[config.mk]
export PLATFORM = sky130hd
export DESIGN_NAME = rsbus_d2r_mgr_gnt
export DESIGN_NICKNAME = d
export VERILOG_FILES = /design/src/rtl/rsbus_d2r_mgr_gnt.sv
export SDC_FILE = /design/constraint.sdc
export NUM_CORES = 1
export LEC_CHECK = 0
export ABC_CLOCK_PERIOD_IN_PS = 3600
export CORE_AREA = 2 2 71 100
export DETAILED_ROUTE_END_ITERATION = 12
export DIE_AREA = 0 0 73 102
export SLEW_MARGIN = 20
export SYNTH_ARGS = -nofsm -noshare
export SYNTH_HDL_FRONTEND = slang
export SYNTH_SLANG_ARGS = --single-unit
[constraint.sdc]
create_clock -name clk -period 3.6 [get_ports clk]
set_input_delay 1.08 -clock clk [delete_from_list [all_inputs] [get_ports clk]]
set_output_delay 1.08 -clock clk [all_outputs]
set_load 0.02 [all_outputs]
[src/rtl/rsbus_d2r_mgr_gnt.sv]
// +--------------------------------------------------------------------------+
// | Module      : rsbus_d2r_mgr_gnt                                          |
// | Description : d2r grant stage. Takes one queued request per handshake    |
// |               from the FIFO bank. Checks it against a receive-buffer     |
// |               credit pool, then issues one grant word towards the ring.  |
// |               Credits come back from the receive buffer as slots drain.  |
// | Option      : RSBUS_D2R_GNT_STATS_EN adds per-priority grant counters    |
// |               and a stall-cycle counter.                                 |
// | Revision    : 1.0 - initial release                                      |
// +--------------------------------------------------------------------------+
`default_nettype none

module rsbus_d2r_mgr_gnt #(
  parameter  int CREDITS = 64,
  parameter  int HOLDOFF = 4,
  localparam int CW      = $clog2(CREDITS + 1)
) (
  input  logic          clk,
  input  logic          rst,
  input  logic          i_stb,
  input  logic [1:0]    i_prior,
  input  logic [3:0]    i_req,
  input  logic [3:0]    i_rid,
  output logic          i_ack,
  output logic          g_stb,
  output logic [1:0]    g_prior,
  output logic [3:0]    g_rid,
  output logic [3:0]    g_cnt,
  input  logic          g_rdy,
  input  logic          c_stb,
  input  logic [3:0]    c_cnt,
  output logic [CW-1:0] credits,
  output logic          err
`ifdef RSBUS_D2R_GNT_STATS_EN
  ,
  output logic [15:0]   st_gnt0,
  output logic [15:0]   st_gnt1,
  output logic [15:0]   st_gnt2,
  output logic [15:0]   st_gnt3,
  output logic [15:0]   st_stall
`endif
);

  // Credit arithmetic width: wide enough for a 4-bit operand and a carry,
  // so a negative intermediate result is never aliased.
  localparam int              c_aw          = ((CW > 4) ? CW : 4) + 2;
  localparam logic [c_aw-1:0] c_credits_max = c_aw'(CREDITS);
  localparam logic [3:0]      c_holdoff     = 4'(HOLDOFF);

  typedef enum logic [1:0] {
    S_IDLE  = 2'd0,
    S_CHECK = 2'd1,
    S_GRANT = 2'd2,
    S_HOLD  = 2'd3
  } state_t;

  state_t          r_state;
  state_t          w_state_nxt;
  logic [3:0]      r_hold;
  logic [3:0]      w_hold_nxt;
  logic            w_capture;
  logic            w_grant_set;
  logic            w_fire;
  logic [c_aw-1:0] w_ret;
  logic [c_aw-1:0] w_avail;
  logic [c_aw-1:0] w_need;
  logic [c_aw-1:0] w_cons;
  logic [c_aw-1:0] w_sum;
  logic [CW-1:0]   w_credits_nxt;
  logic            w_over_ret;
  logic            w_req_over;

  assign w_fire  = g_stb && g_rdy;
  assign w_ret   = c_stb ? c_aw'(c_cnt) : '0;
  // Available credits include a return that lands in this same cycle.
  assign w_avail = c_aw'(credits) + w_ret;
  assign w_need  = c_aw'(g_cnt);
  assign w_cons  = w_fire ? w_need : '0;
  // An over-sized request is granted anyway and drains the pool to zero.
  assign w_sum   = (w_avail >= w_cons) ? (w_avail - w_cons) : '0;
  assign w_over_ret    = (w_sum > c_credits_max);
  assign w_credits_nxt = w_over_ret ? CW'(CREDITS) : w_sum[CW-1:0];
  assign w_req_over    = (c_aw'(i_req) > c_credits_max);

  // State and holdoff counter registers.
  always_ff @(posedge clk or posedge rst) begin
    if (rst) begin
      r_state <= S_IDLE;
      r_hold  <= 4'd0;
    end else begin
      r_state <= w_state_nxt;
      r_hold  <= w_hold_nxt;
    end
  end

  // Next-state logic: capture, credit check, grant handshake, refresh holdoff.
  always_comb begin
    w_state_nxt = r_state;
    w_hold_nxt  = r_hold;
    w_capture   = 1'b0;
    w_grant_set = 1'b0;
    case (r_state)
      S_IDLE: begin
        if (i_stb && (r_hold == 4'd0)) begin
          w_capture   = 1'b1;
          w_state_nxt = S_CHECK;
        end
      end
      S_CHECK: begin
        if ((w_avail >= w_need) || (w_need > c_credits_max)) begin
          w_grant_set = 1'b1;
          w_state_nxt = S_GRANT;
        end
      end
      S_GRANT: begin
        if (w_fire) begin
          w_hold_nxt  = c_holdoff;
          w_state_nxt = S_HOLD;
        end
      end
      S_HOLD: begin
        // Leaving on the cycle the count reaches zero keeps the grant
        // period at 3 + HOLDOFF cycles.
        if (r_hold <= 4'd1) begin
          w_hold_nxt  = 4'd0;
          w_state_nxt = S_IDLE;
        end else begin
          w_hold_nxt  = r_hold - 4'd1;
        end
      end
      default: w_state_nxt = S_IDLE;
    endcase
  end

  // Grant word, grant strobe and head-consumed acknowledge.
  always_ff @(posedge clk or posedge rst) begin
    if (rst) begin
      i_ack   <= 1'b0;
      g_stb   <= 1'b0;
      g_prior <= 2'd0;
      g_rid   <= 4'd0;
      g_cnt   <= 4'd0;
    end else begin
      i_ack <= w_fire;
      if (w_capture) begin
        g_prior <= i_prior;
        g_rid   <= i_rid;
        g_cnt   <= i_req;
      end
      if (w_grant_set) begin
        g_stb <= 1'b1;
      end else if (w_fire) begin
        g_stb <= 1'b0;
      end
    end
  end

  // Credit pool update and sticky error flag.
  always_ff @(posedge clk or posedge rst) begin
    if (rst) begin
      credits <= CW'(CREDITS);
      err     <= 1'b0;
    end else begin
      credits <= w_credits_nxt;
      if (w_over_ret || (w_capture && w_req_over)) begin
        err <= 1'b1;
      end
    end
  end

`ifdef RSBUS_D2R_GNT_STATS_EN
  // Per-priority fired-grant counters and CHECK stall counter, wrapping at 16 bits.
  always_ff @(posedge clk or posedge rst) begin
    if (rst) begin
      st_gnt0  <= 16'd0;
      st_gnt1  <= 16'd0;
      st_gnt2  <= 16'd0;
      st_gnt3  <= 16'd0;
      st_stall <= 16'd0;
    end else begin
      if (w_fire) begin
        case (g_prior)
          2'd0:    st_gnt0 <= st_gnt0 + 16'd1;
          2'd1:    st_gnt1 <= st_gnt1 + 16'd1;
          2'd2:    st_gnt2 <= st_gnt2 + 16'd1;
          default: st_gnt3 <= st_gnt3 + 16'd1;
        endcase
      end
      if (r_state == S_CHECK) begin
        st_stall <= st_stall + 16'd1;
      end
    end
  end
`endif

endmodule

`default_nettype wire

==> impl_metrics.env, run 1 <==
export IMPL_diodes=0
export IMPL_skew_ns=0.0125
export IMPL_synth_nets=233
export IMPL_drive_gt1_share_pct=33.1
export IMPL_rsz0062_at_grt="yes"
export IMPL_clk_path_buf_depth=2
export IMPL_insertion_delay_ns=0.28
export IMPL_ir_drop_uv=449
export IMPL_ant_nets=0
export IMPL_slew_headroom_pct=60.5
export IMPL_cp_end_kind="flop"
export IMPL_tightest_slew_ns=0.591
export IMPL_yosysTopAreaCell="dfrtp_1"
export IMPL_wl_per_cell_um=13.8
export IMPL_ys_types=51
export IMPL_cts_tree="yes"
export IMPL_async_flop_share_pct=100
export IMPL_crit_fanout=5
export IMPL_numPlacedInstances=331
export IMPL_finalMaxSlewViolations=0
export IMPL_gp_congestion=0.858
export IMPL_hold_path_class="flop to flop"
export IMPL_num_vias=1744
export IMPL_initial_core_util_pct=29.1
export IMPL_grt_pass1_wl_mm=7.50
export IMPL_drc=0
export IMPL_synthTopCellsByCount="25 x dfrtp_1, 20 x ha_1, 19 x inv_1"
export IMPL_worstSetupPathType="input pin to flop"
export IMPL_htreeDepth=1
export IMPL_dp_hpwl_mm=3.61
export IMPL_first_iter_violations=54
export IMPL_worst_setup_path_start_kind="input pin"
export IMPL_met2_wirelength_mm=2.67
export IMPL_overflow=0
export IMPL_ioPinCount=39
export IMPL_viasPerCell=5.13
export IMPL_yosys_top_cells_area="dfrtp_1 33%, ha_1 13%, mux2_2 5.9%, inv_1 3.8%, nand2_1 3.0%"
export IMPL_port_buffers=38
export IMPL_fin_crit_ns=3.57
export IMPL_cts_hold_buffers=0
export IMPL_grt_max_degree=27
export IMPL_core_area_mm2=0.00653
export IMPL_first_global_vias=1660
export IMPL_finalSetupViolCount=0
export IMPL_yosysTopAreaCellShare_pct=33.0
export IMPL_worst_slack_ns=0.0303
export IMPL_synthesis_instances=192
export IMPL_synth_area_mm2=0.00190
export IMPL_run_status="complete, no violations"
export IMPL_die_area_mm2=0.00745
export IMPL_synth_edff_count=0
export IMPL_cp_data_arrival_time_ns=3.73
export IMPL_yosysWarningCount=0
export IMPL_met1_length_mm=1.80
export IMPL_die_width_um=73
export IMPL_ys_flop_type="dfrtp_1"
export IMPL_totalWireLength_mm=4.70
export IMPL_synthToLayoutAreaGrowth_pct=48.4
export IMPL_yosys_register_bits=26
export IMPL_syn_avg_cell_area_um2=9.88
export IMPL_crit_required_ns=3.77
export IMPL_routed_top_layer="met4"
export IMPL_die_h_um=102
export IMPL_rows=35
export IMPL_dr_pass1_iters=4
export IMPL_root_buffer="clkbuf_8"
export IMPL_power_density_mw_per_mm2=816
export IMPL_fmax_mhz=280
export IMPL_post_route_period_util_pct=99.2
export IMPL_fin_nets=308
export IMPL_antenna_found_initial=0
export IMPL_met3_length_um=165
export IMPL_fin_cells=340
export IMPL_yosysMostFrequentCell="dfrtp_1"
export IMPL_p_leak_nw=1.25
export IMPL_yosysSeqAreaShare_pct=34.4
export IMPL_track_usage_pct=12.5
export IMPL_finalHoldViolations=0
export IMPL_numCtsBuffers=3
export IMPL_cts_sinks=26
export IMPL_maxCapViolations=0
export IMPL_dp_worst_setup_slack_ns=-0.686
export IMPL_clk_pin_slew_ns=0.10
## per-layer routing
metal  vias up  track usage [%]
li1        838                -
met1       854             14.1
met2        46             24.6
met3         6             1.28
met4         0             2.56
met5         -                0
## final cells by class
type	instances	area [µm²]
flip-flops and latches	26	652
multi-input cells	146	1330
fillers	621	3710
inverters	19	71.3
well taps	74	92.6
repair buffers	71	628
clock buffers	4	45.0
## layout by cell type (no fill, tap or decap), types with 5 or more instances in the layout
cell              n
nand2_1          15
mux2_2           10
a21oi_1           6
buf_4            32
o21ai_0           7
nor2_1           11
dfrtp_1          25
and2_4            5
ha_1             15
clkdlybuf4s50_1  35
ha_4              5
inv_1            18
nand3_1           5
## worst max-delay path: stages
cell,delay [ns]
buf_6,0.09
and2_4,0.15
ha_4,0.16
fa_2,0.56
inv_2,0.05
fa_2,0.40
nor4b_4,0.15
a31oi_1,0.18
a31oi_2,0.15
maj3_2,0.34
a211oi_4,0.33
nor2_1,0.09
## through the flow
step	hold WS [ns]	total power [W]	cell area (µm²)	util [%]	setup TNS [ns]
after CTS	0.486	0.00222	2740	42.0	0
after global routing	0.495	0.00248	2820	43.1	-0.231
final	0.470	0.00230	2820	43.1	0
after floorplan	0.450	0.00146	1940	-	-0.00205
after global placement	0.446	0.00195	2620	40.1	-5.37
after detailed placement	0.453	0.00197	2620	40.1	-5.64
## cell families after synthesis
family | count (synthesis) | share of synthesized area [%]
fa+ha+maj | 23 | 15.9
simple gates | 59 | 17.1
xor+xnor | 7 | 3.23
flops | 26 | 34.4
mux | 12 | 7.26
buf+inv | 20 | 3.96
compound gates | 45 | 18.1
## sequential cells by signal, indices dropped and copies added, names as in the netlist
name     count
r_hold       4
err          1
r_state      2
g_prior      2
credits      7
i_ack        1
g_rid        4
g_cnt        4
g_stb        1
## power by group
part           leakage (nW)  internal (W)  switching (W)
sequential            0.326      0.000413      0.0000961
combinational         0.903      0.000831       0.000781
clock                0.0228     0.0000793      0.0000974
total                  1.25       0.00132       0.000975
## path summary, 6_finish.rpt
path / from / endpoint / slack, ns / cells past startpoint
max reg2reg: credits[0] / credits[1] / 0.63 / 10
min: err / err / 0.47 / 1
max in group asynchronous: rst / credits[6] / 2.13 / 3
min in group asynchronous: rst / credits[3] / 1.16 / 3
min reg2reg: err / err / 0.47 / 1
max: c_stb / credits[1] / 0.03 / 12
## repair_timing
action                                 4_1_cts  5_1_grt
endpoints found under the hold margin        0        0
setup endpoints to repair                    9        7
resized for setup                           17       13
setup buffers                                5        0
pin swaps                                   16       12
Power figures use the tool's default switching activity.
==> run 2: changes to the inputs <==
REMOVE_ABC_BUFFERS = 1   (was unset)
==> impl_metrics.env, run 2 (synthesis results as in run 1) <==
export IMPL_run_status="finished with violations"
export IMPL_violations="negative setup slack"
export IMPL_finalInstanceArea_mm2=0.00284
export IMPL_ant_nets=0
export IMPL_first_iter_violations=19
export IMPL_post_route_period_util_pct=102
export IMPL_clk_pin_slew_ns=0.10
export IMPL_port_buffers=38
export IMPL_drc=0
export IMPL_skew_ns=0.00874
export IMPL_numCtsBuffers=3
export IMPL_cp_data_arrival_time_ns=3.81
export IMPL_ir_drop_uv=376
export IMPL_power_density_mw_per_mm2=812
export IMPL_die_width_um=73
export IMPL_fin_cells=347
export IMPL_crit_slowest_cell="clkdlybuf4s50_1"
export IMPL_cp_cell_sequence="clkdlybuf4s50_1 -> and2_1 -> ha_4 -> buf_4 -> xor2_4 -> ha_4 -> nor2b_2 -> o21ai_1 -> a22oi_1 -> o311a_2 -> a211oi_4 -> nor2_1"
export IMPL_ioPinCount=39
export IMPL_worst_slack_ns=-0.0573
export IMPL_track_usage_pct=13.0
export IMPL_root_buffer="clkbuf_8"
export IMPL_finalMaxSlewViolations=0
export IMPL_multi_input_area_mm2=0.00130
export IMPL_dp_hpwl_mm=3.71
export IMPL_totalWireLength_mm=4.69
export IMPL_r2r_start="credits[0]"
export IMPL_worst_setup_path_start_kind="input pin"
export IMPL_overflow=0
export IMPL_cts_hold_buffers=0
export IMPL_tightest_slew_ns=0.614
export IMPL_r2r_setup_slack_ns=0.56
export IMPL_die_h_um=102
export IMPL_gp_congestion=0.823
export IMPL_antenna_found_initial=0
export IMPL_htreeDepth=1
export IMPL_insertion_delay_ns=0.27
export IMPL_fmax_mhz=273
export IMPL_finalHoldViolations=0
export IMPL_hold_path_class="flop to flop"
export IMPL_fin_nets=315
export IMPL_synthToLayoutAreaGrowth_pct=49.7
export IMPL_cpPeakStageDelay_ns=0.45
export IMPL_hold_start="err"
export IMPL_top_register="credits"
export IMPL_wl_per_cell_um=13.5
export IMPL_p_leak_nw=1.28
export IMPL_largest_reg_flops=7
export IMPL_nFillCells=617
export IMPL_diodes=0
export IMPL_area_sequential_um2=652
export IMPL_initial_core_util_pct=29.1
export IMPL_cts_tree="yes"
export IMPL_die_area_mm2=0.00745
export IMPL_hold_slack_ns=0.477
export IMPL_cts_sinks=26
export IMPL_worstSetupPathType="input pin to flop"
export IMPL_rsz0062_at_grt="yes"
export IMPL_numPlacedInstances=339
export IMPL_viasPerCell=4.92
export IMPL_core_area_mm2=0.00653
export IMPL_crit_path_frequent_cell="ha_4"
export IMPL_grt_max_degree=27
export IMPL_layout_commonest_cell="buf_4"
export IMPL_ff2ff_path_depth=12
export IMPL_finish_utilization_pct=43.5
export IMPL_first_global_vias=1801
export IMPL_fin_crit_ns=3.66
export IMPL_rows=35
export IMPL_hold_end="err"
export IMPL_clk_path_buf_depth=2
export IMPL_timing_rr_end="err"
export IMPL_drive_gt1_share_pct=32.6
export IMPL_slew_headroom_pct=58.9
export IMPL_cp_end_kind="flop"
export IMPL_layout_common_cells="39 x buf_4, 35 x clkdlybuf4s50_1, 25 x dfrtp_1"
export IMPL_dr_pass1_iters=4
export IMPL_crit_fanout=6
export IMPL_crit_required_ns=3.76
export IMPL_grt_pass1_wl_mm=7.87
export IMPL_post_dp_cell_area_mm2=0.00264
export IMPL_finalSetupViolCount=6
export IMPL_whs_path_depth=1
export IMPL_maxCapViolations=0
export IMPL_num_vias=1706
## run 2: cell types whose count changed in the layout (fill, tap and decap cells not counted), sizes merged
cell / before / now
buf: 35 / 42
## run 2: metrics by stage
stage	setup TNS [ns]	setup WS, ns	total power, W
floorplan	-0.659	-0.131	0.00143
global placement	-6.64	-0.795	0.00199
detailed placement	-7.02	-0.836	0.00202
CTS	-0.248	-0.0629	0.00230
global route	-0.979	-0.165	0.00251
finish	-0.255	-0.0573	0.00231
## run 2: worst max path at each step
stage                         from    endpoint  slack, ns  cells after the start
after floorplan           c_cnt[0]  credits[3]      -0.13                     11
after global placement       c_stb  credits[4]      -0.79                     12
after detailed placement     c_stb  credits[3]      -0.84                     13
after CTS                    c_stb  credits[0]      -0.06                     13
after global routing         c_stb  credits[0]      -0.16                     13
final                     c_cnt[2]  credits[0]      -0.06                     12
## run 2: metal layers
| layer | GRT usage (%) | routed length (µm) |
|---|---|---|
| met2 | 25.9 | 2660 |
| met4 | 2.71 | 47 |
| met1 | 14.0 | 1840 |
| met5 | 0 | 0 |
| met3 | 1.97 | 136 |
## run 2: final cells by class
class                   instances  area share (%)
clock buffers                   4            1.59
inverters                      19            2.51
multi-input cells             146            45.7
flip-flops and latches         26            23.0
well taps                      74            3.26
repair buffers                 78            24.0
## run 2: timing repair
item,in CTS,in global routing
pin swaps,17,12
gates resized for setup,28,6
setup endpoints to repair,10,9
buffers inserted,3,1
## run 2: critical path, delay by kind of cell
family                     cells  cell delay, ns
AOI/OAI and AO/OA              4            1.05
buffers and inverters          2            0.60
adders and majority gates      2            0.48
and+or+nand+nor                3            0.42
xor gates and xnor gates       1            0.19
## run 2: where the power goes
group | leakage [nW] | total, W | switching (W) | internal (W)
logic | 0.934 | 0.00163 | 0.000777 | 0.000852
clock network | 0.0228 | 0.000171 | 0.0000919 | 0.0000791
registers | 0.326 | 0.000507 | 0.0000941 | 0.000413
total | 1.28 | 0.00231 | 0.000963 | 0.00134
==> run 3: changes to the inputs <==
SLEW_MARGIN = 5   (was 20)
==> results of run 3 <==
Same layout as run 2: the final DEF is identical, and so are final timing and power.
